==> src/rtl/bit_serializer_pkg.sv <==
// Shared types for the serializer and the downstream pattern-detector benches.
package bit_serializer_pkg;

    typedef enum logic {
        IDLE  = 1'b0,
        SHIFT = 1'b1
    } ser_state_t;

    localparam bit ORDER_MSB_FIRST = 1'b1;
    localparam bit ORDER_LSB_FIRST = 1'b0;

endpackage

==> src/rtl/ser_hold_buf.sv <==
// Single-entry holding register that lets the next word wait while the current one shifts out.
module ser_hold_buf #(
    parameter int unsigned WIDTH = 8
) (
    input  logic             clk,
    input  logic             rst,
    input  logic             wr_en,
    input  logic [WIDTH-1:0] wr_data,
    input  logic             rd_en,
    output logic [WIDTH-1:0] rd_data,
    output logic             full,
    output logic             full_next_c,
    output logic             in_ready
);

    // A write on the same edge as a read refills the slot.
    always_comb begin
        full_next_c = full;
        if (rd_en) full_next_c = 1'b0;
        if (wr_en) full_next_c = 1'b1;
    end

    // in_ready follows the next fill state so it never depends on in_valid.
    always_ff @(posedge clk or negedge rst) begin
        if (!rst) begin
            full     <= 1'b0;
            in_ready <= 1'b1;
            rd_data  <= '0;
        end else begin
            full     <= full_next_c;
            in_ready <= !full_next_c;
            if (wr_en) rd_data <= wr_data;
        end
    end

endmodule

==> src/rtl/bit_serializer.sv <==
// Parallel-to-serial front end: valid/ready word input, one registered serial bit per clock.
module bit_serializer
    import bit_serializer_pkg::*;
#(
    parameter int unsigned WIDTH     = 8,
    parameter bit          MSB_FIRST = 1'b1,
    parameter bit          IDLE_BIT  = 1'b0
) (
    input  logic             clk,
    input  logic             rst,
    input  logic [WIDTH-1:0] in_data,
    input  logic             in_valid,
    output logic             in_ready,
    output logic             a,
    output logic             bit_valid,
    output logic             frame_start,
    output logic             busy
);

    localparam int unsigned     CW         = $clog2(WIDTH);
    localparam logic [CW-1:0]   LAST       = CW'(WIDTH - 1);
    localparam bit              SHIFT_LEFT = (MSB_FIRST == ORDER_MSB_FIRST);

    ser_state_t       state, state_d;
    logic [WIDTH-1:0] sreg, sreg_d;
    logic [CW-1:0]    cnt, cnt_d;
    logic             a_d, bv_d, fs_d, busy_d;

    logic             xfer, at_last, load;
    logic [WIDTH-1:0] load_word;
    logic             hold_wr, hold_rd, hold_full, hold_full_d;
    logic [WIDTH-1:0] hold_data;

    assign xfer    = in_valid & in_ready;
    assign at_last = (state == SHIFT) && (cnt == LAST);

    ser_hold_buf #(.WIDTH(WIDTH)) u_hold (
        .clk         (clk),
        .rst         (rst),
        .wr_en       (hold_wr),
        .wr_data     (in_data),
        .rd_en       (hold_rd),
        .rd_data     (hold_data),
        .full        (hold_full),
        .full_next_c (hold_full_d),
        .in_ready    (in_ready)
    );

    // Next-state: shift, reload from hold or input at the last bit, or fall back to idle.
    always_comb begin
        state_d   = state;
        sreg_d    = sreg;
        cnt_d     = cnt;
        a_d       = a;
        bv_d      = bit_valid;
        fs_d      = 1'b0;
        hold_wr   = 1'b0;
        hold_rd   = 1'b0;
        load      = 1'b0;
        load_word = in_data;

        case (state)
            IDLE: begin
                if (xfer) load = 1'b1;
            end
            SHIFT: begin
                if (at_last) begin
                    if (hold_full) begin
                        load      = 1'b1;
                        load_word = hold_data;
                        hold_rd   = 1'b1;
                        hold_wr   = xfer;
                    end else if (xfer) begin
                        load = 1'b1;
                    end else begin
                        state_d = IDLE;
                        a_d     = IDLE_BIT;
                        bv_d    = 1'b0;
                    end
                end else begin
                    hold_wr = xfer;
                    a_d     = SHIFT_LEFT ? sreg[WIDTH-1] : sreg[0];
                    sreg_d  = SHIFT_LEFT ? (sreg << 1) : (sreg >> 1);
                    cnt_d   = cnt + CW'(1);
                    bv_d    = 1'b1;
                end
            end
            default: begin
                state_d = IDLE;
            end
        endcase

        // A loaded word puts its first bit on the line immediately; sreg keeps the rest.
        if (load) begin
            state_d = SHIFT;
            cnt_d   = '0;
            bv_d    = 1'b1;
            fs_d    = 1'b1;
            a_d     = SHIFT_LEFT ? load_word[WIDTH-1] : load_word[0];
            sreg_d  = SHIFT_LEFT ? (load_word << 1) : (load_word >> 1);
        end
    end

    assign busy_d = (state_d == SHIFT) | hold_full_d;

    always_ff @(posedge clk or negedge rst) begin
        if (!rst) begin
            state       <= IDLE;
            sreg        <= '0;
            cnt         <= '0;
            a           <= IDLE_BIT;
            bit_valid   <= 1'b0;
            frame_start <= 1'b0;
            busy        <= 1'b0;
        end else begin
            state       <= state_d;
            sreg        <= sreg_d;
            cnt         <= cnt_d;
            a           <= a_d;
            bit_valid   <= bv_d;
            frame_start <= fs_d;
            busy        <= busy_d;
        end
    end

endmodule

==> config.mk <==
export PLATFORM = sky130hd
export DESIGN_NAME = bit_serializer
export DESIGN_NICKNAME = d
export VERILOG_FILES = /design/src/rtl/bit_serializer_pkg.sv /design/src/rtl/ser_hold_buf.sv /design/src/rtl/bit_serializer.sv
export SDC_FILE = /design/constraint.sdc
export NUM_CORES = 1
export LEC_CHECK = 0
export CORE_ASPECT_RATIO = 0.75
export CORE_MARGIN = 2
export CORE_UTILIZATION = 45
export DETAILED_ROUTE_END_ITERATION = 8
export GPL_TIMING_DRIVEN = 0
export PLACE_DENSITY_LB_ADDON = 0.15
export SLEW_MARGIN = 20
export SYNTH_ARGS = -nofsm -noshare
export SYNTH_HDL_FRONTEND = slang
export SYNTH_SLANG_ARGS = --single-unit
export TNS_END_PERCENT = 30
==> constraint.sdc <==
create_clock -name clk -period 2.5 [get_ports clk]
set_input_delay 0.5 -clock clk [delete_from_list [all_inputs] [get_ports clk]]
set_output_delay 0.5 -clock clk [all_outputs]
set_load 0.005 [all_outputs]
==> metrics.txt <==
# TYPE chip_impl_metric gauge
chip_impl_metric{name="worst_hold_slack_across_all_endpoints",unit="ns"} 0.154
chip_impl_metric{name="post_synth_inst_count",unit=""} 92
chip_impl_metric{name="antenna_violating_nets_post_route",unit=""} 0
chip_impl_info{name="cts_root_buffer",value="sky130_fd_sc_hd__clkbuf_4"} 1
chip_impl_metric{name="htreeDepth",unit=""} 1
chip_impl_metric{name="syn-mean-instance-area",unit="sq um"} 12.6
chip_impl_info{name="timing.critical_path.cells",value="ha_1 -> ha_1 -> nor2b_1 -> or3_4 -> buf_6 -> mux2_4"} 1
chip_impl_metric{name="dp_slack",unit="ns"} 0.463
chip_impl_info{name="tritoncts",value="yes"} 1
chip_impl_metric{name="slew_headroom",unit=""} 0.632
chip_impl_metric{name="postSynthRegisterBits",unit=""} 25
chip_impl_info{name="critical_path.most_common_cell",value="sky130_fd_sc_hd__ha_1"} 1
chip_impl_metric{name="globalRouteOverflowTotal",unit=""} 0
chip_impl_info{name="holdCritPathClass",value="in -> async"} 1
chip_impl_info{name="post-synth-top-area-cell",value="sky130_fd_sc_hd__dfrtp_1"} 1
chip_impl_metric{name="period_needed",unit="ns"} 1.91
chip_impl_metric{name="post_cts.repair.setup_buffers",unit=""} 0
chip_impl_metric{name="static-leakage-power",unit="uW"} 0.000667
chip_impl_metric{name="first_pass_grt_wire_length",unit="um"} 3410
chip_impl_metric{name="synth_sequential_area_ratio",unit=""} 0.543
chip_impl_metric{name="layout_cells_sized_above_1",unit=""} 0.189
chip_impl_metric{name="irDropWorstVdd",unit="uV"} 572
chip_impl_metric{name="routed-via-count",unit=""} 740
chip_impl_metric{name="synth_top_cell_area_share",unit=""} 0.520
chip_impl_metric{name="die_area",unit="sq um"} 2990
chip_impl_metric{name="yosys_warnings",unit=""} 0
chip_impl_metric{name="synth_enable_flop_cells",unit=""} 0
chip_impl_metric{name="dp.final_hpwl",unit="um"} 1450
chip_impl_info{name="rsz0062_at_grt",value="no"} 1
chip_impl_metric{name="floorplan.io_pins",unit=""} 16
chip_impl_metric{name="flow.area_growth_from_synthesis",unit="%"} 18.5
chip_impl_metric{name="layout.core_utilization",unit=""} 0.579
chip_impl_metric{name="drc_errors",unit=""} 0
chip_impl_info{name="critical-path-slowest-cell",value="sky130_fd_sc_hd__dfrtp_1"} 1
chip_impl_metric{name="fin_area",unit="sq um"} 1370
chip_impl_metric{name="place_area",unit="sq um"} 1350
chip_impl_metric{name="timing.setup.tns",unit="ns"} 0
chip_impl_metric{name="place_congestion",unit=""} 0.712
chip_impl_metric{name="fp-row-count",unit=""} 15
chip_impl_info{name="yosys_most_used_dff",value="sky130_fd_sc_hd__dfrtp_1"} 1
chip_impl_metric{name="route.final.wire_length",unit="um"} 2040
chip_impl_metric{name="drv_slew",unit=""} 0
chip_impl_metric{name="syn-cell-area",unit="sq um"} 1150
chip_impl_metric{name="wl_per_cell",unit="um"} 14.1
chip_impl_metric{name="clockBufferDepth",unit=""} 2
chip_impl_metric{name="synthDistinctLibCells",unit=""} 27
chip_impl_metric{name="port-buffer-count",unit=""} 15
chip_impl_metric{name="detail_route.vias_per_cell",unit=""} 5.10
chip_impl_metric{name="worst-endpoint-arrival",unit="ns"} 2.12
chip_impl_metric{name="postLayoutSetupSlackWorst",unit="ns"} 0.587
chip_impl_metric{name="die_w",unit="um"} 62.5
chip_impl_info{name="outcome",value="completed"} 1
chip_impl_metric{name="numCtsBuffers",unit=""} 3
chip_impl_metric{name="count_of_cells_resized_by_post_cts_repair",unit=""} 0
chip_impl_metric{name="start_util",unit=""} 0.488
chip_impl_metric{name="pin_count_of_the_biggest_net_entering_global_routing",unit=""} 26
chip_impl_metric{name="hold_buffer_count_at_cts",unit=""} 0
chip_impl_info{name="crit_path_max_delay_family",value="simple AND/OR/NAND/NOR gates"} 1
chip_impl_metric{name="cap_viol_max_count",unit=""} 0
chip_impl_metric{name="cp_max_fo",unit=""} 10
chip_impl_metric{name="floorplan.core_area",unit="sq um"} 2360
chip_impl_metric{name="clock_skews",unit="ns"} 0.00315
chip_impl_metric{name="grt_use_total",unit=""} 0.152
chip_impl_metric{name="first_global_vias",unit=""} 726
chip_impl_metric{name="timing.final.hold_violations",unit=""} 0
chip_impl_metric{name="setup_viol",unit=""} 0
chip_impl_metric{name="timing.critical_path.buf_inv",unit=""} 1
chip_impl_metric{name="clock_slew_seen_by_the_registers_of_the_worst_setup_and_hold_paths",unit="ns"} 0.13
chip_impl_metric{name="clock_sinks",unit=""} 25
chip_impl_info{name="crit_path_start_kind",value="flop"} 1
chip_impl_info{name="ys_top_cells_by_area",value="sky130_fd_sc_hd__dfrtp_1 (52%), sky130_fd_sc_hd__mux2_4 (10%), sky130_fd_sc_hd__mux2i_1 (6.1%), sky130_fd_sc_hd__o221ai_1 (4.6%), sky130_fd_sc_hd__nand2_1 (3.9%)"} 1
chip_impl_metric{name="antenna_cells_inserted",unit=""} 0
chip_impl_metric{name="initialDrtViolationCount",unit=""} 26
chip_impl_info{name="worst-setup-path-type",value="reg -> reg"} 1
chip_impl_metric{name="drt-pass1-iter-count",unit=""} 4
chip_impl_metric{name="crit_path_max_incr_delay",unit="ns"} 0.41
chip_impl_metric{name="layout_worst_path_cycle_share",unit=""} 0.765
chip_impl_metric{name="finish.net_count",unit=""} 125
chip_impl_metric{name="worst_ep_required_time",unit="ns"} 2.71
chip_impl_metric{name="grt_antenna_before_repair",unit=""} 0
chip_impl_metric{name="syn-num-nets",unit=""} 105
chip_impl_metric{name="power-per-cell-area",unit="nW/um^2"} 1180
chip_impl_info{name="critical_path.endpoint_type",value="flop"} 1
chip_impl_metric{name="max_clock_freq",unit="MHz"} 523
chip_impl_metric{name="worst-slew-pin-transition",unit="ns"} 0.551
chip_impl_metric{name="fillCellCount",unit=""} 230
chip_impl_metric{name="clock_latency",unit="ns"} 0.31
chip_impl_metric{name="die-height",unit="um"} 47.9
chip_impl_metric{name="asyncSetResetFlopFracSynth",unit=""} 1.00
## worst register-to-register path, stage by stage (launching register included)
cell and delay [ns]:
sky130_fd_sc_hd__dfrtp_1 0.41, sky130_fd_sc_hd__ha_1 0.20, sky130_fd_sc_hd__ha_1 0.24, sky130_fd_sc_hd__nor2b_1 0.17, sky130_fd_sc_hd__or3_4 0.32, sky130_fd_sc_hd__buf_6 0.17
sky130_fd_sc_hd__mux2_4 0.30
## Yosys cell counts, drive strengths merged, types with 2 or more instances
library cell  count
nand2            12
a21o              2
o221ai            6
ha                2
buf               4
mux2i             7
inv               8
mux2              9
dfrtp            24
nor2b             3
a22o              2
## per-layer routing
metal,wire [um],vias to the layer above,GRT usage
li1,-,362,-
met5,0,-,0
met4,15,0,0.0267
met3,124,2,0.0518
met1,965,357,0.191
met2,934,19,0.269
## kinds of logic (layout without fill, tap and decap cells)
kind of cell             count (synthesis)  count (layout)  synth area share
multiplexers                            16              16             0.174
buffers and inverters                   13              32            0.0574
adder cells (fa/ha/maj)                  2               2            0.0217
flip-flops                              25              25             0.543
AND/OR/NAND/NOR                         21              21            0.0975
AO/OA/AOI/OAI                           15              15             0.106
## worst paths after layout
| kind | depth (start not counted) | end | slack [ns] | from |
|---|---|---|---|---|
| setup / recovery | 6 | u_hold.rd_data[3] | 0.59 | cnt[0] |
| hold / removal | 1 | frame_start | 0.15 | rst |
| setup reg to reg | 6 | u_hold.rd_data[3] | 0.59 | cnt[0] |
| hold reg to reg | 1 | bit_valid | 0.50 | bit_valid |
| max in group asynchronous | 1 | u_hold.in_ready | 1.98 | rst |
| min in group clk | 1 | bit_valid | 0.50 | bit_valid |
## power breakdown
group,total [uW],switching (uW),internal [uW]
Sequential,696,101,595
Combinational,741,334,407
Clock,176,114,62.3
Total,1610,549,1060
## state kept, by name (all words and copies together), names as in the netlist
register,count
busy,1
cnt,3
a,1
frame_start,1
u_hold.rd_data,8
u_hold.full,1
u_hold.in_ready,1
bit_valid,1
state,1
sreg,7
## placed cells by master, fill, tap and decap left out, types with 2 or more instances in the layout
cell / Yosys / routed
sky130_fd_sc_hd__mux2_4: 8 / 8
sky130_fd_sc_hd__mux2i_1: 7 / 7
sky130_fd_sc_hd__buf_6: 2 / 2
sky130_fd_sc_hd__nor2b_1: 3 / 3
sky130_fd_sc_hd__clkbuf_4: 0 / 3
sky130_fd_sc_hd__inv_1: 7 / 7
sky130_fd_sc_hd__a21o_1: 2 / 2
sky130_fd_sc_hd__a22o_1: 2 / 2
sky130_fd_sc_hd__o221ai_1: 6 / 6
sky130_fd_sc_hd__nand2_1: 12 / 12
sky130_fd_sc_hd__clkdlybuf4s50_1: 0 / 14
sky130_fd_sc_hd__dfrtp_1: 24 / 24
sky130_fd_sc_hd__ha_1: 2 / 2
sky130_fd_sc_hd__buf_2: 2 / 3
## per-stage QoR
step	instances	power [uW]
floorplan	92	1240
global placement	141	1410
detailed placement	141	1450
CTS	145	1630
global route	145	1730
finish	145	1610
## area by class of cell
class / count / area [sq um] / share of cell area
inverter: 9 / 33.8 / 0.0247
clock buffer: 4 / 26.3 / 0.0192
sequential: 25 / 627 / 0.458
buffer: 4 / 32.5 / 0.0238
timing repair buffer: 15 / 145 / 0.106
multi-input combinational: 54 / 462 / 0.337
tap: 34 / 42.5 / 0.0311
Note: power is estimated with default switching activity, not from simulation.
